===== src/rtl/amba_pkg.sv =====
// Shared AMBA definitions: APB master FSM states, protection bits, counter sizing.
package amba_pkg;

  typedef enum logic [1:0] {
    IDLE   = 2'd0,
    SETUP  = 2'd1,
    ACCESS = 2'd2,
    RESP   = 2'd3
  } apb_state_t;

  localparam int unsigned PROT_W = 3;

  localparam logic [PROT_W-1:0] PROT_PRIV   = 3'b001;
  localparam logic [PROT_W-1:0] PROT_NONSEC = 3'b010;
  localparam logic [PROT_W-1:0] PROT_INSTR  = 3'b100;

  // Width of a counter able to hold 0..limit; never narrower than one bit.
  function automatic int unsigned cnt_width(input int unsigned limit);
    return (limit < 1) ? 1 : $clog2(limit + 1);
  endfunction

endpackage


===== src/rtl/apb_master_if.sv =====
// Command/response streams plus APB4 bus of the APB master.
interface apb_master_if #(
  parameter int unsigned AWIDTH = 10,
  parameter int unsigned DSIZE  = 2
);
  localparam int unsigned DBYTES = 1 << DSIZE;
  localparam int unsigned DWIDTH = DBYTES * 8;

  // command stream
  logic              req_valid;
  logic              req_ready;
  logic              req_write;
  logic [AWIDTH-1:0] req_addr;
  logic [DWIDTH-1:0] req_wdata;
  logic [DBYTES-1:0] req_strb;
  logic [2:0]        req_prot;

  // response stream
  logic              rsp_valid;
  logic              rsp_ready;
  logic [DWIDTH-1:0] rsp_rdata;
  logic              rsp_err;
  logic              rsp_timeout;

  // APB4 bus
  logic              psel;
  logic              penable;
  logic              pwrite;
  logic [AWIDTH-1:0] paddr;
  logic [2:0]        pprot;
  logic [DBYTES-1:0] pstrb;
  logic [DWIDTH-1:0] pwdata;
  logic [DWIDTH-1:0] prdata;
  logic              pready;
  logic              pslverr;

  // View of the APB master itself.
  modport master (
    input  req_valid, req_write, req_addr, req_wdata, req_strb, req_prot,
    output req_ready,
    output rsp_valid, rsp_rdata, rsp_err, rsp_timeout,
    input  rsp_ready,
    output psel, penable, pwrite, paddr, pprot, pstrb, pwdata,
    input  prdata, pready, pslverr
  );

  // View of the surrounding environment (command source, response sink, completer).
  modport slave (
    output req_valid, req_write, req_addr, req_wdata, req_strb, req_prot,
    input  req_ready,
    input  rsp_valid, rsp_rdata, rsp_err, rsp_timeout,
    output rsp_ready,
    input  psel, penable, pwrite, paddr, pprot, pstrb, pwdata,
    output prdata, pready, pslverr
  );

endinterface


===== src/rtl/apb_master.sv =====
// APB4 requester: one command -> one APB transfer -> one response, with optional wait-state timeout.
module apb_master
  import amba_pkg::*;
#(
  parameter int unsigned AWIDTH  = 10,
  parameter int unsigned DSIZE   = 2,
  parameter int unsigned TIMEOUT = 0
) (
  input  logic         pclk,
  input  logic         preset,
  apb_master_if.master bus
);

  localparam int unsigned DBYTES   = 1 << DSIZE;
  localparam int unsigned DWIDTH   = DBYTES * 8;
  localparam int unsigned CW       = cnt_width(TIMEOUT);
  localparam int unsigned CNT_MAX  = (TIMEOUT == 0) ? 1 : TIMEOUT;
  localparam int unsigned CNT_LAST = (TIMEOUT == 0) ? 0 : TIMEOUT - 1;

  apb_state_t        state_q, state_d;
  logic [CW-1:0]     cnt_q, cnt_d;

  logic              psel_q, psel_d;
  logic              penable_q, penable_d;
  logic              pwrite_q, pwrite_d;
  logic [AWIDTH-1:0] paddr_q, paddr_d;
  logic [2:0]        pprot_q, pprot_d;
  logic [DBYTES-1:0] pstrb_q, pstrb_d;
  logic [DWIDTH-1:0] pwdata_q, pwdata_d;

  logic              rsp_valid_q, rsp_valid_d;
  logic [DWIDTH-1:0] rsp_rdata_q, rsp_rdata_d;
  logic              rsp_err_q, rsp_err_d;
  logic              rsp_timeout_q, rsp_timeout_d;

  // This stalled cycle is the TIMEOUT-th one; a ready completer in the same cycle still wins.
  logic timeout_hit_c;
  assign timeout_hit_c = (TIMEOUT != 0) && !bus.pready && (cnt_q == CW'(CNT_LAST));

  // State and output registers.
  always_ff @(posedge pclk or posedge preset) begin
    if (preset) begin
      state_q       <= IDLE;
      cnt_q         <= '0;
      psel_q        <= 1'b0;
      penable_q     <= 1'b0;
      pwrite_q      <= 1'b0;
      paddr_q       <= '0;
      pprot_q       <= '0;
      pstrb_q       <= '0;
      pwdata_q      <= '0;
      rsp_valid_q   <= 1'b0;
      rsp_rdata_q   <= '0;
      rsp_err_q     <= 1'b0;
      rsp_timeout_q <= 1'b0;
    end else begin
      state_q       <= state_d;
      cnt_q         <= cnt_d;
      psel_q        <= psel_d;
      penable_q     <= penable_d;
      pwrite_q      <= pwrite_d;
      paddr_q       <= paddr_d;
      pprot_q       <= pprot_d;
      pstrb_q       <= pstrb_d;
      pwdata_q      <= pwdata_d;
      rsp_valid_q   <= rsp_valid_d;
      rsp_rdata_q   <= rsp_rdata_d;
      rsp_err_q     <= rsp_err_d;
      rsp_timeout_q <= rsp_timeout_d;
    end
  end

  // Next-state selection.
  always_comb begin
    state_d = state_q;
    unique case (state_q)
      IDLE:    if (bus.req_valid) state_d = SETUP;
      SETUP:   state_d = ACCESS;
      ACCESS:  if (bus.pready || timeout_hit_c) state_d = RESP;
      RESP:    if (bus.rsp_ready) state_d = IDLE;
      default: state_d = IDLE;
    endcase
  end

  // Next values of the registered outputs and the wait-state counter.
  always_comb begin
    cnt_d         = cnt_q;
    psel_d        = psel_q;
    penable_d     = penable_q;
    pwrite_d      = pwrite_q;
    paddr_d       = paddr_q;
    pprot_d       = pprot_q;
    pstrb_d       = pstrb_q;
    pwdata_d      = pwdata_q;
    rsp_valid_d   = rsp_valid_q;
    rsp_rdata_d   = rsp_rdata_q;
    rsp_err_d     = rsp_err_q;
    rsp_timeout_d = rsp_timeout_q;
    unique case (state_q)
      IDLE: begin
        if (bus.req_valid) begin
          psel_d    = 1'b1;
          penable_d = 1'b0;
          pwrite_d  = bus.req_write;
          paddr_d   = bus.req_addr;
          pprot_d   = bus.req_prot;
          pwdata_d  = bus.req_wdata;
          pstrb_d   = bus.req_write ? bus.req_strb : '0;
        end
      end
      SETUP: begin
        penable_d = 1'b1;
        cnt_d     = '0;
      end
      ACCESS: begin
        if (bus.pready) begin
          psel_d        = 1'b0;
          penable_d     = 1'b0;
          rsp_rdata_d   = pwrite_q ? '0 : bus.prdata;
          rsp_err_d     = bus.pslverr;
          rsp_timeout_d = 1'b0;
          rsp_valid_d   = 1'b1;
        end else if (timeout_hit_c) begin
          psel_d        = 1'b0;
          penable_d     = 1'b0;
          rsp_rdata_d   = '0;
          rsp_err_d     = 1'b1;
          rsp_timeout_d = 1'b1;
          rsp_valid_d   = 1'b1;
        end
        if (!bus.pready && (cnt_q != CW'(CNT_MAX))) begin
          cnt_d = cnt_q + CW'(1);
        end
      end
      RESP: begin
        if (bus.rsp_ready) rsp_valid_d = 1'b0;
      end
      default: begin
        psel_d    = 1'b0;
        penable_d = 1'b0;
      end
    endcase
  end

  assign bus.req_ready   = (state_q == IDLE);
  assign bus.psel        = psel_q;
  assign bus.penable     = penable_q;
  assign bus.pwrite      = pwrite_q;
  assign bus.paddr       = paddr_q;
  assign bus.pprot       = pprot_q;
  assign bus.pstrb       = pstrb_q;
  assign bus.pwdata      = pwdata_q;
  assign bus.rsp_valid   = rsp_valid_q;
  assign bus.rsp_rdata   = rsp_rdata_q;
  assign bus.rsp_err     = rsp_err_q;
  assign bus.rsp_timeout = rsp_timeout_q;

endmodule


===== src/flat_wrapper.sv =====
// flat-port wrapper written by rule: the top's interface ports become plain ports
module apb_master_flat import amba_pkg::*;
#(
  parameter int unsigned AWIDTH  = 10,
  parameter int unsigned DSIZE   = 2,
  parameter int unsigned TIMEOUT = 0
)
  (pclk, preset, bus_req_valid, bus_req_write, bus_req_addr, bus_req_wdata, bus_req_strb, bus_req_prot, bus_req_ready, bus_rsp_valid, bus_rsp_rdata, bus_rsp_err, bus_rsp_timeout, bus_rsp_ready, bus_psel, bus_penable, bus_pwrite, bus_paddr, bus_pprot, bus_pstrb, bus_pwdata, bus_prdata, bus_pready, bus_pslverr);
  apb_master_if #(.AWIDTH(AWIDTH), .DSIZE(DSIZE)) bus_i ();
  input  logic pclk;
  input  logic preset;
  input wire logic [$bits(bus_i.req_valid)-1:0] bus_req_valid;
  input wire logic [$bits(bus_i.req_write)-1:0] bus_req_write;
  input wire logic [$bits(bus_i.req_addr)-1:0] bus_req_addr;
  input wire logic [$bits(bus_i.req_wdata)-1:0] bus_req_wdata;
  input wire logic [$bits(bus_i.req_strb)-1:0] bus_req_strb;
  input wire logic [$bits(bus_i.req_prot)-1:0] bus_req_prot;
  output wire logic [$bits(bus_i.req_ready)-1:0] bus_req_ready;
  output wire logic [$bits(bus_i.rsp_valid)-1:0] bus_rsp_valid;
  output wire logic [$bits(bus_i.rsp_rdata)-1:0] bus_rsp_rdata;
  output wire logic [$bits(bus_i.rsp_err)-1:0] bus_rsp_err;
  output wire logic [$bits(bus_i.rsp_timeout)-1:0] bus_rsp_timeout;
  input wire logic [$bits(bus_i.rsp_ready)-1:0] bus_rsp_ready;
  output wire logic [$bits(bus_i.psel)-1:0] bus_psel;
  output wire logic [$bits(bus_i.penable)-1:0] bus_penable;
  output wire logic [$bits(bus_i.pwrite)-1:0] bus_pwrite;
  output wire logic [$bits(bus_i.paddr)-1:0] bus_paddr;
  output wire logic [$bits(bus_i.pprot)-1:0] bus_pprot;
  output wire logic [$bits(bus_i.pstrb)-1:0] bus_pstrb;
  output wire logic [$bits(bus_i.pwdata)-1:0] bus_pwdata;
  input wire logic [$bits(bus_i.prdata)-1:0] bus_prdata;
  input wire logic [$bits(bus_i.pready)-1:0] bus_pready;
  input wire logic [$bits(bus_i.pslverr)-1:0] bus_pslverr;
  assign bus_i.req_valid = bus_req_valid;
  assign bus_i.req_write = bus_req_write;
  assign bus_i.req_addr = bus_req_addr;
  assign bus_i.req_wdata = bus_req_wdata;
  assign bus_i.req_strb = bus_req_strb;
  assign bus_i.req_prot = bus_req_prot;
  assign bus_req_ready = bus_i.req_ready;
  assign bus_rsp_valid = bus_i.rsp_valid;
  assign bus_rsp_rdata = bus_i.rsp_rdata;
  assign bus_rsp_err = bus_i.rsp_err;
  assign bus_rsp_timeout = bus_i.rsp_timeout;
  assign bus_i.rsp_ready = bus_rsp_ready;
  assign bus_psel = bus_i.psel;
  assign bus_penable = bus_i.penable;
  assign bus_pwrite = bus_i.pwrite;
  assign bus_paddr = bus_i.paddr;
  assign bus_pprot = bus_i.pprot;
  assign bus_pstrb = bus_i.pstrb;
  assign bus_pwdata = bus_i.pwdata;
  assign bus_i.prdata = bus_prdata;
  assign bus_i.pready = bus_pready;
  assign bus_i.pslverr = bus_pslverr;
  apb_master #(.AWIDTH(AWIDTH), .DSIZE(DSIZE), .TIMEOUT(TIMEOUT)) u_core (.pclk(pclk), .preset(preset), .bus(bus_i));
endmodule

===== config.mk =====
export PLATFORM = sky130hd
export DESIGN_NAME = apb_master_flat
export DESIGN_NICKNAME = d
export VERILOG_FILES = /design/src/rtl/amba_pkg.sv /design/src/rtl/apb_master_if.sv /design/src/rtl/apb_master.sv /design/src/flat_wrapper.sv
export SDC_FILE = /design/constraint.sdc
export NUM_CORES = 1
export LEC_CHECK = 0
export ABC_AREA = 1
export BUFFER_PORTS_ARGS = -buffer_cell sky130_fd_sc_hd__buf_4
export CAP_MARGIN = 20
export CORE_MARGIN = 1
export CORE_UTILIZATION = 51
export CTS_BUF_LIST = sky130_fd_sc_hd__clkbuf_8
export DETAILED_ROUTE_END_ITERATION = 8
export PLACE_DENSITY = 0.86
export SYNTH_ARGS = -nofsm -noshare
export SYNTH_HDL_FRONTEND = slang
export SYNTH_SLANG_ARGS = --single-unit

===== constraint.sdc =====
create_clock -name pclk -period 7.2 [get_ports pclk]
set_input_delay 0.36 -clock pclk [delete_from_list [all_inputs] [get_ports pclk]]
set_output_delay 0.36 -clock pclk [all_outputs]
set_load 0.1 [all_outputs]

Yosys cells after proc, flatten, opt, wreduce, memory -nomap -nowiden
Index checks and enable logic that the tools add are counted.
W data, S select, Z words.
{ "totals": {"reg_bits": 88, "in_bits": 88, "wordCells": 41} }
{ "classes": {"n_eq_ne": 6, "n_mux": 14, "reduce_logical": 10} }
{ "op_table": {"columns": ["op", "n"], "rows": [
  ["$mux W32", 1],
  ["$reduce_and A3 Y1", 4],
  ["$pmux W2 S4", 1],
  ["$mux W2", 3],
  ["$ne A2 B2 Y1 const B", 3],
  ["$mux W1", 5],
  ["$eq A2 B2 Y1 const B", 2],
  ["$mux W4", 1],
  ["$pmux W1 S2", 2],
  ["$reduce_and A2 Y1", 2],
  ["$reduce_bool A2 Y1", 2],
  ["$pmux W1 S3", 1],
  ["$reduce_bool A3 Y1", 1],
  ["$eq A2 B1 Y1 const B", 1],
  ["$logic_not A2 Y1", 1]
]} }

Longest topological paths before layout
{ "logic_depth": {"ltp_word": 3, "ltp_mapped": 8} }

Least setup slack after synthesis
OpenSTA, ideal clock, no wires.
{ "synth_timing": {"path_kind": "flip-flop to flip-flop", "from": "reg u_core.state_q[0]", "to": "reg u_core.psel_q (netlist: u_core.bus.psel)", "setup_ns": 0.062, "arrival_ns": 1.633, "required_time_ns": 7.138, "slack_ns": 5.505, "path_stages_with_launch": 7, "path_buffers": 0, "synth_period_minus_slack_ns": 1.695, "cell_sequence": "dfrtp_1 inv_1 ha_1 nand3_1 nand2_1 nand2_1 inv_1"} }
{ "synth_between": {"elab_chain_len": 3, "word_cells_on_any_way": 7} }
{ "synth_rtl": {"columns": ["element", "line_no", "text"], "rows": [
  ["start: declaration", "apb_master.sv:20", "apb_state_t state_q, state_d;"],
  ["start signal: assignment", "apb_master.sv:57", "state_q <= state_d;"],
  ["$logic_not A2 Y1 (*)", null, null],
  ["net bus_req_ready", "flat_wrapper.sv:18", "output wire logic [$bits(bus_i.req_ready)-1:0] bus_req_ready;"],
  ["$ne A2 B2 Y1 (no source line) or $reduce_bool A2 Y1 (tied branches)", null, null],
  ["$reduce_and A3 Y1 (no source line)", null, null],
  ["end signal: assignment", "apb_master.sv:59", "psel_q <= psel_d;"],
  ["end: declaration", "apb_master.sv:23", "logic psel_q, psel_d;"]
]} }
The timed path passes the listed nets; every way through them passes the cells marked *.
A chain may end at the register's enable or synchronous reset.

Final worst setup path
{ "layout_timing": {"from": "reg u_core.state_q[0]", "to": "reg u_core.pwrite_q (netlist: u_core.bus.pwrite)"} }
{ "layout_between": {"elab_chain_len": 2} }
{ "layout_rtl": {"columns": ["element", "line_no", "text"], "rows": [
  ["$logic_not A2 Y1", "apb_master.sv:99", "unique case (state_q)"],
  ["$reduce_and A2 Y1 (no source line)", null, null],
  ["end signal: assignment", "apb_master.sv:61", "pwrite_q <= pwrite_d;"],
  ["end: declaration", "apb_master.sv:25", "logic pwrite_q, pwrite_d;"]
]} }
No other way between the ends.

==> summary.md <==
| Metric | Value |
|---|---|
| Share of flip-flops with an asynchronous set or reset after synthesis | `100%` |
| Layout cell share with drive strength beyond 1 | `33.7%` |
| Crit path required time | `7450 ps` |
| Total core area | `0.00676 mm²` |
| Post-Route Hold Slack | `205 ps` |
| Half-perimeter wire length after placement | `6.21 mm` |
| Achievable clock frequency | `387 MHz` |
| Post-synthesis sequential area ratio | `61.8%` |
| Floorplan row count | `30` |
| Max-slew violation count | `0` |
| Multi-input logic area | `0.00117 mm²` |
| Wire length of the first global-routing pass | `13.9 mm` |
| Cell with the biggest individual delay on the critical path | `sky130_fd_sc_hd__inv_2` |
| Antenna-violating nets left | `0` |
| Routed wire per std cell | `13.5 µm` |
| Area delta synth->final | `43.6%` |
| Drt initial violations | `154` |
| Sequential cell area | `0.00220 mm²` |
| TritonCTS clock tree | `yes` |
| Final-layout setup total negative slack | `0 ps` |
| Initial Utilization | `52.8%` |
| Slew Limit Headroom | `32.9%` |
| Final Net Count | `667` |
| Cells along the critical path | `inv_1, ha_1, nand2_2, inv_2, nand2_1, o21ai_0` |
| Average footprint of a synthesized cell | `8.78 µm²` |
| Clock Tree Buf Depth | `2` |
| Library cell used as clock root buffer | `sky130_fd_sc_hd__clkbuf_8` |
| Cell type contributing the most total cell area after synthesis | `sky130_fd_sc_hd__dfrtp_1` |
| Total Wirelength | `8.87 mm` |
| Number of inserted filler cells in the final layout | `470` |
| Skew final | `7.91 ps` |
| Count of state elements after synthesis | `88` |
| Skew-Pair Late Insertion Delay | `340 ps` |
| Area share of the leading cell type in the synthesized netlist | `61.8%` |
| Minimum period implied by the final worst setup slack | `2580 ps` |
| Die Wd | `85.6 µm` |
| Worst path bufs/invs | `2` |
| Via-per-instance ratio | `4.97` |
| Cell family contributing the most delay on the critical path | `buffers and inverters` |
| Startpoint type of the worst setup path | `register` |
| GRT Overall Usage | `24.4%` |
| Clock sink count | `88` |
| Status | `finished clean` |
| Initial antenna violation count | `0` |
| Synthesis warning total | `0` |
| Vias in the first global route | `3054` |
| Biggest cell delay along the critical path | `850 ps` |
| Maximum number of pins on one net before global-route repair | `89` |
| Number of maximum-capacitance constraint violations | `0` |
| Detailed-route via count | `3271` |
| Post-synth top cells | `sky130_fd_sc_hd__nand2_1 (230), sky130_fd_sc_hd__dfrtp_1 (88), sky130_fd_sc_hd__o21ai_0 (37)` |
| Number of H-tree branching levels | `3` |
| Die boundary height | `85.6 µm` |
| Slew at the pin closest to its max-slew limit | `1000 ps` |
| Final setup fails | `0` |
| Distinct cells, synth | `14` |
| Final critical-path share of the clock period | `35.9%` |
| Number of synthesized flops with an enable pin | `0` |
| Leading cell type by number of instances after synthesis | `sky130_fd_sc_hd__nand2_1` |
| Most common flop cell mapped by yosys | `sky130_fd_sc_hd__dfrtp_1` |
| Area of the die | `0.00733 mm²` |
| Gp weighted congestion | `0.808` |
| Ranking of synthesized cells by area | `sky130_fd_sc_hd__dfrtp_1 (62%), sky130_fd_sc_hd__nand2_1 (24%), sky130_fd_sc_hd__o21ai_0 (5.2%)` |
| Crit-path max FO | `54` |
| Count of mapped cells out of synthesis | `406` |
| Endpoints failing hold | `0` |
| First-pass iteration count of the detailed router | `6` |
| Crit. End Element | `register` |
| Antenna diode count | `0` |
| Critical path arrival | `2840 ps` |
| Port Buffers | `174` |
| Unrepaired setup endpoints after global routing | `no` |
| Clock buffer count from CTS | `9` |
| Post-Syn Nets | `500` |
| Global route overflow | `0` |
| Synthesized cell area | `0.00357 mm²` |
| Number of design rule violations left after detail routing | `0` |
| Share of the core filled with cells in the final layout | `75.8%` |
| Clock edge transition at the registers on the reported setup and hold paths | `80 ps` |
| I/O pin count | `176` |
| Critical Setup Path Class | `register to register` |
| Worst min-delay path category | `input pin to register` |
## flip-flops by register name, indices dropped and copies added, names as in the netlist
signal / cells
u_core.bus.paddr: 10
u_core.bus.penable: 1
u_core.bus.pprot: 3
u_core.bus.psel: 1
u_core.bus.pstrb: 4
u_core.bus.pwdata: 32
u_core.bus.pwrite: 1
u_core.bus.rsp_err: 1
u_core.bus.rsp_rdata: 32
u_core.bus.rsp_valid: 1
u_core.state_q: 2
## path summary, 6_finish.rpt
kind,start,to,slack (ps),cells past startpoint
worst max register to register,u_core.state_q[0],u_core.bus.pwrite,4620,6
worst min-delay path,bus_req_addr[9],u_core.bus.paddr[9],210,3
worst min register to register,u_core.bus.penable,u_core.bus.penable,470,2
worst max-delay path,u_core.state_q[0],u_core.bus.pwrite,4620,6
min in group asynchronous,preset,u_core.bus.pwdata[3],560,4
max in group asynchronous,preset,u_core.bus.rsp_rdata[5],6040,5
## cells in the final DEF (no fill, tap or decap)
| master | synthesis | routed |
|---|---|---|
| sky130_fd_sc_hd__buf_16 | 0 | 1 |
| sky130_fd_sc_hd__buf_4 | 2 | 175 |
| sky130_fd_sc_hd__bufinv_16 | 0 | 3 |
| sky130_fd_sc_hd__clkbuf_8 | 0 | 9 |
| sky130_fd_sc_hd__clkinv_2 | 0 | 3 |
| sky130_fd_sc_hd__clkinvlp_4 | 0 | 1 |
| sky130_fd_sc_hd__conb_1 | 1 | 1 |
| sky130_fd_sc_hd__dfrtp_1 | 88 | 88 |
| sky130_fd_sc_hd__dlygate4sd3_1 | 0 | 1 |
| sky130_fd_sc_hd__ha_1 | 6 | 6 |
| sky130_fd_sc_hd__inv_1 | 14 | 14 |
| sky130_fd_sc_hd__inv_2 | 1 | 1 |
| sky130_fd_sc_hd__nand2_1 | 230 | 229 |
| sky130_fd_sc_hd__nand2_2 | 1 | 2 |
| sky130_fd_sc_hd__nand3_1 | 4 | 4 |
| sky130_fd_sc_hd__nand4_1 | 3 | 3 |
| sky130_fd_sc_hd__o21ai_0 | 37 | 37 |
## cells by family after synthesis
| group | Yosys count | share of synthesized area, % |
|---|---|---|
| compound gates | 37 | 5.19 |
| fa+ha+maj | 6 | 2.11 |
| flops | 88 | 61.8 |
| other cells | 1 | 0.105 |
| simple gates | 238 | 25.5 |
| buf+inv | 36 | 5.37 |
## worst register-to-register path, delay by kind of cell (launching register included)
kind | cells | cell delay (ps)
buffers and inverters | 2 | 980
AND/OR/NAND/NOR | 2 | 740
flip-flops | 1 | 430
adder cells (fa/ha/maj) | 1 | 230
AO/OA/AOI/OAI | 1 | 100
## area by class of cell
class,instances,share of cell area (%)
clock buffer,9,2.42
clock inverter,7,2.17
inverter,15,1.12
multi-input combinational,282,22.9
sequential,88,43.0
tap,80,1.95
timing repair buffer,177,26.4
## timing repair
item	in CTS	in global routing
hold endpoints to repair	0	1
hold buffers	0	1
buffers inserted	0	0
gates resized for setup	0	0
## metrics by stage
stage	worst slack [ps]	instance area (µm²)	std cells
after global placement	4770	4850	640
after detailed placement	4650	4850	640
after CTS	4610	5080	656
final	4620	5120	658
after global routing	4280	5120	658
after floorplan	4560	3570	406
## layer usage
metal  global-route usage (%)  part of all wire [%]  vias up
li1                         -                     -     1572
met1                     31.4                    40     1522
met2                     39.7                    49      158
met3                     6.45                   8.4       19
met4                     10.0                   2.2        0
met5                        0                     0        -
Power is left out: the tool's default activity adds up to more than one toggle a clock period on the data nets, which glitch-free logic cannot reach.
